## src/rtl/sound_glu_buffered.sv

```systemverilog
// Apple IIgs GLU ($C03C-$C03F) register block. Bus accesses to the data register are posted
// into a small queue and drained one at a time to the sound-RAM port or the DOC register port.
module sound_glu_buffered #(
  parameter bit                    ENABLE     = 1'b1,
  parameter int unsigned           MEM_ADDR_W = 21,
  parameter logic [MEM_ADDR_W-1:0] MEM_BASE   = 21'h04_0000,
  parameter int unsigned           MEM_BYTES  = 4,
  parameter int unsigned           FIFO_DEPTH = 4,
  parameter int unsigned           DOC_RD_LAT = 1
) (
  input  logic                   clk_logic,
  input  logic                   system_reset,
  input  logic                   bus_sel_i,
  input  logic [1:0]             bus_addr_i,
  input  logic                   bus_rw_n_i,
  input  logic                   bus_strobe_i,
  input  logic [7:0]             bus_data_i,
  output logic [7:0]             bus_data_o,
  output logic                   bus_rd_en_o,
  output logic                   mem_rd_o,
  output logic                   mem_wr_o,
  output logic [MEM_ADDR_W-1:0]  mem_addr_o,
  output logic [MEM_BYTES-1:0]   mem_byte_en_o,
  output logic [8*MEM_BYTES-1:0] mem_data_o,
  input  logic [8*MEM_BYTES-1:0] mem_q_i,
  input  logic                   mem_ready_i,
  output logic                   doc_wr_o,
  output logic                   doc_rd_o,
  output logic [7:0]             doc_addr_o,
  output logic [7:0]             doc_data_o,
  input  logic [7:0]             doc_q_i,
  output logic [3:0]             volume_o,
  output logic                   overflow_o
);

  localparam int unsigned LaneW     = (MEM_BYTES > 1) ? $clog2(MEM_BYTES) : 1;
  localparam int unsigned LaneShift = $clog2(MEM_BYTES);
  localparam int unsigned IdxW      = $clog2(FIFO_DEPTH);
  localparam int unsigned CntW      = IdxW + 1;

  typedef struct packed {
    logic        ram;
    logic        wr;
    logic [15:0] ptr;
    logic [7:0]  data;
  } entry_t;

  typedef enum logic [2:0] {
    StIdle, StMemWr, StMemRd, StDocWr, StDocRd, StDocWait
  } state_e;

  logic [6:0]            ctrl_q, ctrl_d;
  logic [15:0]           ptr_q, ptr_d;
  logic [7:0]            sound_q, sound_d;
  logic                  overflow_q, overflow_d;
  entry_t                fifo_q [FIFO_DEPTH];
  logic [IdxW-1:0]       rd_idx_q, rd_idx_d, wr_idx_q, wr_idx_d;
  logic [CntW-1:0]       count_q, count_d;
  state_e                state_q, state_d;
  logic [2:0]            lat_q, lat_d;
  logic [MEM_ADDR_W-1:0] mem_addr_q, mem_addr_d;
  logic [MEM_BYTES-1:0]  byte_en_q, byte_en_d;
  logic [7:0]            wdata_q, wdata_d;
  logic [7:0]            doc_addr_q, doc_addr_d;

  logic          ev, data_acc, empty, full, pop, accept, busy;
  entry_t        head, new_entry;
  logic [LaneW-1:0] lane;
  logic [7:0]    rd_byte;

  assign ev       = ENABLE && bus_strobe_i && bus_sel_i;
  assign data_acc = ev && (bus_addr_i == 2'd1);
  assign empty    = (count_q == '0);
  assign full     = (count_q == CntW'(FIFO_DEPTH));
  assign pop      = (state_q == StIdle) && !empty;
  // A full queue still accepts when the head leaves on the same edge.
  assign accept   = data_acc && (!full || pop);
  assign head     = fifo_q[rd_idx_q];
  assign busy     = !empty || (state_q != StIdle);
  assign lane     = LaneW'(head.ptr) & LaneW'(MEM_BYTES - 1);

  assign new_entry = '{ram:  ctrl_q[6],
                       wr:   ~bus_rw_n_i,
                       ptr:  ptr_q,
                       data: bus_rw_n_i ? 8'h00 : bus_data_i};

  // Register file and queue bookkeeping.
  always_comb begin
    ctrl_d     = ctrl_q;
    ptr_d      = ptr_q;
    overflow_d = overflow_q;
    rd_idx_d   = rd_idx_q;
    wr_idx_d   = wr_idx_q;
    count_d    = count_q;
    if (ev && !bus_rw_n_i) begin
      unique case (bus_addr_i)
        2'd0: begin
          ctrl_d     = bus_data_i[6:0];
          overflow_d = 1'b0;
        end
        2'd2:    ptr_d[7:0]  = bus_data_i;
        2'd3:    ptr_d[15:8] = bus_data_i;
        default: ;
      endcase
    end
    if (data_acc) begin
      if (ctrl_q[5]) ptr_d = ptr_q + 16'd1;
      if (!accept) overflow_d = 1'b1;
    end
    if (accept) wr_idx_d = wr_idx_q + IdxW'(1);
    if (pop)    rd_idx_d = rd_idx_q + IdxW'(1);
    case ({accept, pop})
      2'b10:   count_d = count_q + CntW'(1);
      2'b01:   count_d = count_q - CntW'(1);
      default: count_d = count_q;
    endcase
  end

  // Transaction engine.
  always_comb begin
    state_d    = state_q;
    lat_d      = lat_q;
    sound_d    = sound_q;
    mem_addr_d = mem_addr_q;
    byte_en_d  = byte_en_q;
    wdata_d    = wdata_q;
    doc_addr_d = doc_addr_q;
    rd_byte    = 8'h00;
    for (int unsigned i = 0; i < MEM_BYTES; i++) begin
      if (byte_en_q[i]) rd_byte = mem_q_i[8*i +: 8];
    end
    unique case (state_q)
      StIdle: begin
        if (!empty) begin
          mem_addr_d = MEM_BASE + MEM_ADDR_W'(head.ptr >> LaneShift);
          byte_en_d  = MEM_BYTES'(1) << lane;
          wdata_d    = head.data;
          doc_addr_d = head.ptr[7:0];
          if (head.ram) state_d = head.wr ? StMemWr : StMemRd;
          else          state_d = head.wr ? StDocWr : StDocRd;
        end
      end
      StMemWr: if (mem_ready_i) state_d = StIdle;
      StMemRd: begin
        if (mem_ready_i) begin
          sound_d = rd_byte;
          state_d = StIdle;
        end
      end
      StDocWr: state_d = StIdle;
      StDocRd: begin
        lat_d   = 3'(DOC_RD_LAT - 1);
        state_d = StDocWait;
      end
      StDocWait: begin
        if (lat_q == 3'd0) begin
          sound_d = doc_q_i;
          state_d = StIdle;
        end else begin
          lat_d = lat_q - 3'd1;
        end
      end
      default: state_d = StIdle;
    endcase
  end

  always_ff @(posedge clk_logic or posedge system_reset) begin
    if (system_reset) begin
      ctrl_q     <= 7'h0F;
      ptr_q      <= '0;
      sound_q    <= '0;
      overflow_q <= 1'b0;
      rd_idx_q   <= '0;
      wr_idx_q   <= '0;
      count_q    <= '0;
      state_q    <= StIdle;
      lat_q      <= '0;
      mem_addr_q <= '0;
      byte_en_q  <= '0;
      wdata_q    <= '0;
      doc_addr_q <= '0;
    end else begin
      ctrl_q     <= ctrl_d;
      ptr_q      <= ptr_d;
      sound_q    <= sound_d;
      overflow_q <= overflow_d;
      rd_idx_q   <= rd_idx_d;
      wr_idx_q   <= wr_idx_d;
      count_q    <= count_d;
      state_q    <= state_d;
      lat_q      <= lat_d;
      mem_addr_q <= mem_addr_d;
      byte_en_q  <= byte_en_d;
      wdata_q    <= wdata_d;
      doc_addr_q <= doc_addr_d;
    end
  end

  // Queue storage needs no reset; occupancy is tracked by count_q.
  always_ff @(posedge clk_logic) begin
    if (accept) fifo_q[wr_idx_q] <= new_entry;
  end

  always_comb begin
    bus_data_o = 8'h00;
    unique case (bus_addr_i)
      2'd0: bus_data_o = {busy, ctrl_q};
      2'd1: bus_data_o = sound_q;
      2'd2: bus_data_o = ptr_q[7:0];
      2'd3: bus_data_o = ptr_q[15:8];
      default: ;
    endcase
  end

  assign bus_rd_en_o   = ENABLE && bus_sel_i && bus_rw_n_i;
  assign mem_wr_o      = ENABLE && (state_q == StMemWr);
  assign mem_rd_o      = ENABLE && (state_q == StMemRd);
  assign doc_wr_o      = ENABLE && (state_q == StDocWr);
  assign doc_rd_o      = ENABLE && (state_q == StDocRd);
  assign mem_addr_o    = mem_addr_q;
  assign mem_byte_en_o = byte_en_q;
  assign mem_data_o    = {MEM_BYTES{wdata_q}};
  assign doc_addr_o    = doc_addr_q;
  assign doc_data_o    = wdata_q;
  assign volume_o      = ctrl_q[3:0];
  assign overflow_o    = overflow_q;

endmodule
```

## config.mk

```make
export PLATFORM = sky130hd
export DESIGN_NAME = sound_glu_buffered
export DESIGN_NICKNAME = d
export VERILOG_FILES = /design/src/rtl/sound_glu_buffered.sv
export SDC_FILE = /design/constraint.sdc
export NUM_CORES = 1
export LEC_CHECK = 0
export CAP_MARGIN = 20
export CORE_ASPECT_RATIO = 0.8
export CORE_UTILIZATION = 30
export DETAILED_ROUTE_END_ITERATION = 8
export GPL_ROUTABILITY_DRIVEN = 0
export MAX_ROUTING_LAYER = met4
export PLACE_DENSITY = 0.62
export SETUP_SLACK_MARGIN = 0.2
export SYNTH_ARGS = -nofsm -noshare
export SYNTH_HDL_FRONTEND = slang
export SYNTH_SLANG_ARGS = --single-unit
export TNS_END_PERCENT = 1
```

## constraint.sdc

```tcl
create_clock -name clk_logic -period 2.94 [get_ports clk_logic]
set_clock_uncertainty 0.1 [all_clocks]
set_input_delay 0.588 -clock clk_logic [delete_from_list [all_inputs] [get_ports clk_logic]]
set_output_delay 0.588 -clock clk_logic [all_outputs]
set_load 0.01 [all_outputs]
```

-- Yosys cells after proc, flatten, opt, wreduce, memory -nomap -nowiden
Memory sizes are Yosys's and may differ from the RTL's.
Cells that the tools add are included.
- bits in registers: 86
- bits in writable memories: 104
- bits of input ports: 56
- output and inout port bits: 91
- memories kept: 1
- memory list (name ; words ; bits a word ; rd ports ; clocked after memory_dff ; write ports ; RTL line ; text):
    fifo_q ; 4 ; 26 ; 1 ; 0 ; 1 ; 56 ; entry_t fifo_q [FIFO_DEPTH];
- $add $sub $neg: 7
- equal/unequal tests: 16
- shift-type cells: 1
- muxes and demuxes: 30
- bitwise operators: 2
- reduce and logical (&&, ||, !) cells: 25
- operators with widths (kind ; number):
    two-way mux 8 bit ; 9
    two-way mux 16 bit ; 3
    case mux 8 bit (4 select lines) ; 1
    adder 19 x 14 -> 20 bit, first input constant ; 1
    two-way mux 3 bit ; 6
    adder 16 x 1 -> 16 bit, second input constant ; 1
    case mux 8 bit (2 select lines) ; 1
    case mux 3 bit (2 select lines) ; 2
    case mux 3 bit (4 select lines) ; 1
    == test 3 bit, second input constant ; 3
    logical NOT 3 bit ; 3
    == test 2 bit, second input constant ; 3
    == test 3 x 2 -> 1 bit, second input constant ; 2
    logical AND 1 bit ; 6
    two-way mux 1 bit ; 6
    inequality test 2 bit, second input constant ; 3
    AND reduction 2 bit ; 3
    AND reduction 3 bit ; 2
    nonzero test 2 bit ; 3
    subtractor 3 x 1 -> 3 bit, second input constant ; 2
    adder 2 x 1 -> 2 bit, second input constant ; 2
    == test 2 x 1 -> 1 bit, second input constant ; 2
    inequality test 2 x 1 -> 1 bit, second input constant ; 2
    << shifter 1 x 2 -> 4 bit, first input constant ; 1
    9 further kinds ; 13

-- Depth between registers and ports, before layout
Gate-level depths: netlist of run 1.
- depth in word-level cells: 7
- mapped depth: 9
- depth with buffers taken out: 7

-- Worst setup path after synthesis of run 1
OpenSTA, ideal clock, no wires.
- kind: reg-to-reg
- start: register state_q[1]
- end: memory fifo_q[0][0] (netlist name), enable pin
- arrival: 1.951 ns
- data required time: 2.455 ns
- path slack: 0.504 ns
- cell stages (with the launch flop): 5
- cell sequence: dfrtp_1 buf_2 or3_1 a31oi_4 and2_1
- longest elaborated chain between the ends: 6
- RTL lines (what ; RTL line ; text):
    start, declared ; 59 ; state_e state_q, state_d;
    start signal, assigned ; 176 ; state_q <= StIdle;
    start signal, assigned ; 190 ; state_q <= state_d;
    logical NOT 3 bit ; 75 ; assign pop = (state_q == StIdle) && !empty;
    logical AND 1 bit ; 75 ;
    logical OR 1 bit ; 77 ; assign accept = data_acc && (!full || pop);
    logical AND 1 bit ; 77 ;
    two-way mux 1 bit ; 201 ; if (accept) fifo_q[wr_idx_q] <= new_entry;
    two-way mux 1 bit (not written as such) ; 201 ;
    end, declared ; 56 ;
No other way between the ends.

-- Worst setup path after layout of run 1
- start: register count_q[1]
- end: output port bus_data_o[7]
- longest elaborated chain between the ends: 4
- RTL lines (what ; RTL line ; text):
    start, declared ; 58 ; logic [CntW-1:0] count_q, count_d;
    start signal, assigned ; 189 ; count_q <= count_d;
    logical NOT 3 bit ; 73 ; assign empty = (count_q == '0);
    logical NOT 1 bit ; -- ;
    logical OR 1 bit ; 79 ; assign busy = !empty || (state_q != StIdle);
    case mux 8 bit (4 select lines) ; 206 ; unique case (bus_addr_i)
    end, declared ; 18 ; output logic [7:0] bus_data_o,
No other way between the ends.

==> results of run 1 <==
kinds of logic (layout without fill, tap and decap cells):
group	count (synthesis)	in the layout
DFF	178	178
xor gates and xnor gates	4	4
muxes	68	68
adders and majority gates	9	9
and+or+nand+nor	110	110
buffers and inverters	89	225
AOI/OAI and AO/OA	89	89
other	1	6
area by class of cell:
| type | instances | area (um2) |
|---|---|---|
| fillers | 2420 | 16000 |
| flip-flops and latches | 178 | 4982 |
| multi-input cells | 286 | 2633 |
| repair buffers | 176 | 1769 |
| well taps | 357 | 446.7 |
| clock buffers | 18 | 429.2 |
| clock inverters | 14 | 132.6 |
| inverters | 17 | 65.06 |
layer usage:
layer	wire length (um)	share of wire
met1	8971	0.47
met2	8744	0.46
met4	148	0.0077
met5	0	0
met3	1254	0.066
worst max path at each step:
stage	endpoint	cells past startpoint
after global placement	bus_data_o[2]	4
after global routing	mem_rd_o	4
after detailed placement	bus_data_o[2]	4
after floorplan	count_q[0]	1
after CTS	bus_data_o[2]	4
final	bus_data_o[7]	4
placed cells by master (no fill, tap or decap), types with 4 or more instances in the layout:
master and count:
ha_1 8, and3_1 8, clkdlybuf4s50_1 131, nor3_2 4, mux4_2 33, o22ai_1 10
dlygate4sd2_1 8, nand2b_1 6, and2_1 7, dfrtp_1 68, inv_1 16, o21ai_0 15
nor2b_1 12, buf_12 7, nor3_1 6, nand2_1 20, clkinv_2 5, buf_4 28
a22oi_1 9, nor2_1 21, a21oi_1 11, dfstp_2 4, edfxtp_1 104, mux2_2 32
a211oi_1 16, a221o_1 8, nand3_1 8, clkbuf_16 18, xnor2_1 4, conb_1 6
power by group through the flow:
stage | logic, mW | clock network [mW] | registers (mW)
3_5_place_dp | 3.81 | 0 | 3.81
3_3_place_gp | 3.78 | 0 | 3.80
2_1_floorplan | 2.50 | 0 | 3.65
5_1_grt | 4.12 | 2.31 | 3.84
4_1_cts | 3.83 | 2.22 | 3.76
6_report | 3.79 | 2.16 | 3.75
registers in the layout (all words and copies together), names as in the netlist:
signal         count
doc_data_o         8
doc_addr_o         7
count_q            3
state_q            3
wr_idx_q           2
ctrl_q             7
fifo_q           104
rd_idx_q           2
mem_byte_en_o      4
ptr_q             16
mem_addr_o        10
overflow_o         1
sound_q            8
lat_q              3
critical path, stage by stage, from the launching register on:
cell           delay (ns)
dfrtp_1              0.42
nor3_2               0.26
nand2_1              0.09
mux4_2               0.48
dlygate4sd2_1        0.30
repair_timing:
action | in CTS | in global routing
pin swaps | 0 | 0
cloned | 0 | 1
gates resized for setup | 11 | 2
setup buffers | 1 | 0
endpoints found under the setup margin | 8 | 7
stage by stage:
| stage | std cells | util | TNS [ns] | cell area, um2 |
|---|---|---|---|---|
| after floorplan | 553 | - | 0 | 8157 |
| final | 1046 | 0.3952 | 0 | 10460 |
| after global routing | 1046 | 0.3952 | 0 | 10460 |
| after detailed placement | 1012 | 0.3729 | -0.2616 | 9867 |
| after CTS | 1045 | 0.3943 | 0 | 10430 |
| after global placement | 1012 | 0.3729 | -0.2598 | 9867 |
==> impl_metrics.toml, run 1 <==
[clock_tree]
clockBufferDepth = 2
ctsRootBufferMaster = "clkbuf_16"
htree_levels = 4
postCtsHoldBufs = 0
cts_buffers = 17
cts_tree = "built"
cts.sinks = 178
clkTransAtPathRegs_ns = 0.07
clk_latency_ns = 0.43

[worst_setup_path]
reg2regPathDepth = 8
endpoint_kind = "output port"
start_kind = "register"
path_class = "register to output port"
crit_required_ns = 2.25
r2r_setup_slack_ns = 0.57
worst_ep_arrival_time_ns = 1.97
critPathLaunch = "count_q[1]"
path_max_fanout = 4
reg2reg_from = "state_q[1]"
reg2reg_to = "count_q[2]"

[yosys]
synth.cell_area_mm2 = 0.008138
async_reset_ff_frac = 0.4157
ys_ff_latch = 178
synth_most_common_cell = "edfxtp_1"
synth-edff-count = 104
synth_top_area_frac = 0.3838
yosys.area_share.xor_xnor = 0.004305
synth_commonest_cells = "edfxtp_1 (104), dfrtp_1 (70), buf_4 (51)"
synth.avg_cell_area_um2 = 14.85
netlist_top_cells_area = "edfxtp_1 (38%), dfrtp_1 (22%), mux4_2 (8.9%)"
synth_cells = 548
synth_top_family_by_area = "multiplexers"
synth_top_area_cell = "edfxtp_1"
synth-main-ff-cell = "edfxtp_1"
synthSimpleGateAreaFrac = 0.08010
yosysUniqueCellTypes = 58
yosys-mux-area-fraction = 0.1418
synthAdderAreaFrac = 0.01476
synth_compound_area_frac = 0.07964
ys_seq_area_frac = 0.6119
yosys_warnings = 0

[timing]
setup_ws_ns = 0.2773
period_share = 0.9057
rsz0062_at_grt = "false"
slew-limit-headroom = 0.4689
drv_slew = 0
holdWs_ns = 0.3846
fmax_mhz = 375.6
fin_crit_ns = 2.663
hold_violations = 0
tightest_slew_ns = 0.7939
setup_viol = 0

[placement]
hpwlAfterDp_um = 13540
place_ws_ns = -0.07499
port_buffers = 140

[die]
start_util = 0.3076
ios = 147
dieArea_mm2 = 0.02779
core_mm2 = 0.02646
die_h_um = 149.3
die_w_um = 186.1
rows = 53

[power_and_ir_drop]
comb_power_share = 0.391
vdd_ir_drop_max_uv = 465.4
p_leak_nw = 3.801
p_sw_mw = 3.164
swShare = 0.3264
p_per_area_mw_per_mm2 = 926.9
pwr-share-seq = 0.387
clockPowerShare = 0.222
p_total_mw = 9.693
p_int_mw = 6.529

[route]
vias = 5084
dr.pass1.iters = 4
drtIter0Drc = 407
routedWlPerCell_um = 18.28
postRouteAntennaNets = 0
drc = 0
wl_um = 19120
via_per_inst = 4.860

[global_routing]
grt_pass1_wl_um = 29500
grt_util_all_layers = 0.1501
met2_usage = 0.2265
grt_max_degree = 31
overflow = 0
met1_usage = 0.2053
grt_util_met3 = 0.03149
grt_pass1_vias = 5025
grt_busiest_layer = "met2"
antenna_found_initial = 0

[finish]
drive_above_1_share = 0.2221
nets = 741
diodes = 0
syn2layout_area_growth_pct = 28.51

[status]
status = "finished clean"

[hold_path]
min_to = "mem_addr_o[18]"
min_delay_path_depth = 1
min_from = "mem_addr_o[18]"
hp-class = "register to register"

[job]
cap_viol_max_count = 0
(Power assumes the default switching activity.)
==> run 2, diff against run 1 <==
--- a/config.mk
+++ b/config.mk
@@ -8,6 +8,7 @@
 export CAP_MARGIN = 20
 export CORE_ASPECT_RATIO = 0.8
 export CORE_UTILIZATION = 30
+export CTS_BUF_LIST = sky130_fd_sc_hd__clkbuf_16
 export DETAILED_ROUTE_END_ITERATION = 8
 export GPL_ROUTABILITY_DRIVEN = 0
 export MAX_ROUTING_LAYER = met4
==> run 2 against run 1 <==
  * Fmax about the same
  * Largest cell class unchanged
  * Total power about the same
  * Register-to-register slack about the same
  * Core utilization unchanged
  * Sequential share of layout area unchanged
  * Flip-flop and latch count unchanged
  * Cell area unchanged
  * Via count down 0.18%
  * Non-clock buffer count unchanged
  * Count of clock-buffer cells in the layout down 1
==> impl_metrics.toml, run 2 (synthesized netlist as in run 1, its figures left out) <==
[worst_setup_path]
path_class = "register to output port"
start_kind = "register"
reg2regPathDepth = 8
worst_ep_arrival_time_ns = 1.97
path_max_fanout = 4
r2r_setup_slack_ns = 0.57
endpoint_kind = "output port"
reg2reg_from = "state_q[1]"
reg2reg_to = "count_q[2]"
crit_required_ns = 2.25

[global_routing]
grt_util_all_layers = 0.1501
overflow = 0
grt_pass1_wl_um = 29500
grt_max_degree = 31
antenna_found_initial = 0
grt_pass1_vias = 5025

[timing]
tightest_slew_ns = 0.7939
period_share = 0.9057
fmax_mhz = 375.6
slew-limit-headroom = 0.4689
setup_tns_ns = 0
fin_crit_ns = 2.663
holdWs_ns = 0.3846
setup_ws_ns = 0.2772
rsz0062_at_grt = "false"
hold_violations = 0
setup_viol = 0
drv_slew = 0

[power_and_ir_drop]
p_total_mw = 9.690
p_leak_nw = 3.805
vdd_ir_drop_max_uv = 465.4
p_per_area_mw_per_mm2 = 926.7

[job]
cap_viol_max_count = 0

[route]
dr_wl_met3_um = 1242
routedWlPerCell_um = 18.28
top_layer = "met4"
drc = 0
vias = 5075
drtIter0Drc = 412
postRouteAntennaNets = 0
wl_met1_um = 8987
dr.pass1.iters = 4
via_per_inst = 4.852
met2_length_um = 8745
wl_um = 19120

[placement]
placed_cells = 1012
port_buffers = 140
place_ws_ns = -0.07499
hpwlAfterDp_um = 13540
place_area_mm2 = 0.009867

[clock_tree]
ctsRootBufferMaster = "clkbuf_16"
clkTransAtPathRegs_ns = 0.07
clk_latency_ns = 0.43
cts_buffers = 17
cts.sinks = 178
htree_levels = 4
cts_tree = "built"
postCtsHoldBufs = 0
clockBufferDepth = 2

[die]
die_h_um = 149.3
die_w_um = 186.1
rows = 53
dieArea_mm2 = 0.02779
ios = 147
core_mm2 = 0.02646
start_util = 0.3076

[finish]
drive_above_1_share = 0.2221
top_register = "fifo_q"
diodes = 0
post-route-util = 0.3952
post-route-cell-area_mm2 = 0.01046
syn2layout_area_growth_pct = 28.51
regArea_mm2 = 0.004982
nFillCells = 2420
nets = 741
most-common-layout-cells = "clkdlybuf4s50_1 (131), edfxtp_1 (104), dfrtp_1 (68)"
largest_register_ffs = 104
final_cells = 1046
multiInputGateArea_mm2 = 0.002633
final_common_cell = "clkdlybuf4s50_1"

[hold_path]
min_delay_path_depth = 1
min_from = "mem_addr_o[18]"
hp-class = "register to register"
min_to = "mem_addr_o[18]"

[status]
status = "finished clean"
run 2: cell count changes in the layout (fill, tap and decap cells not counted):
cell      previous run  this run
clkbuf_1             1         0
inv_1               16        17
run 2: worst max path at each step:
stage	from	endpoint	slack (ns)	cells after the start
global placement	bus_addr_i[1]	bus_data_o[2]	-0.07	4
finish	count_q[1]	bus_data_o[7]	0.28	4
global route	state_q[2]	mem_rd_o	0.20	4
floorplan	system_reset	count_q[0]	0.38	1
CTS	bus_addr_i[1]	bus_data_o[2]	0.10	4
detailed placement	bus_addr_i[1]	bus_data_o[2]	-0.07	4
run 2: cell type report:
class | count | area share
Tap cell | 357 | 0.04271
Timing Repair Buffer | 176 | 0.1692
Multi-Input combinational cell | 286 | 0.2517
Clock inverter | 15 | 0.01304
Clock buffer | 17 | 0.04068
Sequential cell | 178 | 0.4764
Inverter | 17 | 0.006222
run 2: per-layer routing:
metal	track usage	vias up
met1	0.2053	2532
met2	0.2265	220
met4	0.03934	0
met5	-	-
li1	-	2311
met3	0.03149	12
run 2: timing repair:
action / 4_1_cts / 5_1_grt
gates cloned: 0 / 1
buffers inserted: 1 / 0
setup endpoints to repair: 8 / 7
hold endpoints to repair: 0 / 0
gates resized for setup: 11 / 2
run 2: critical path, cell delays in order (launching register included):
cell,delay (ns)
dfrtp_1,0.42
nor3_2,0.26
nand2_1,0.09
mux4_2,0.48
dlygate4sd2_1,0.30
run 2: where the power goes:
group / leakage, nW / switching (mW) / total, mW / internal [mW]
Combinational: 1.72 / 1.64 / 3.79 / 2.15
Clock: 0.276 / 0.975 / 2.15 / 1.18
Sequential: 1.81 / 0.555 / 3.75 / 3.20
Total: 3.81 / 3.16 / 9.69 / 6.53
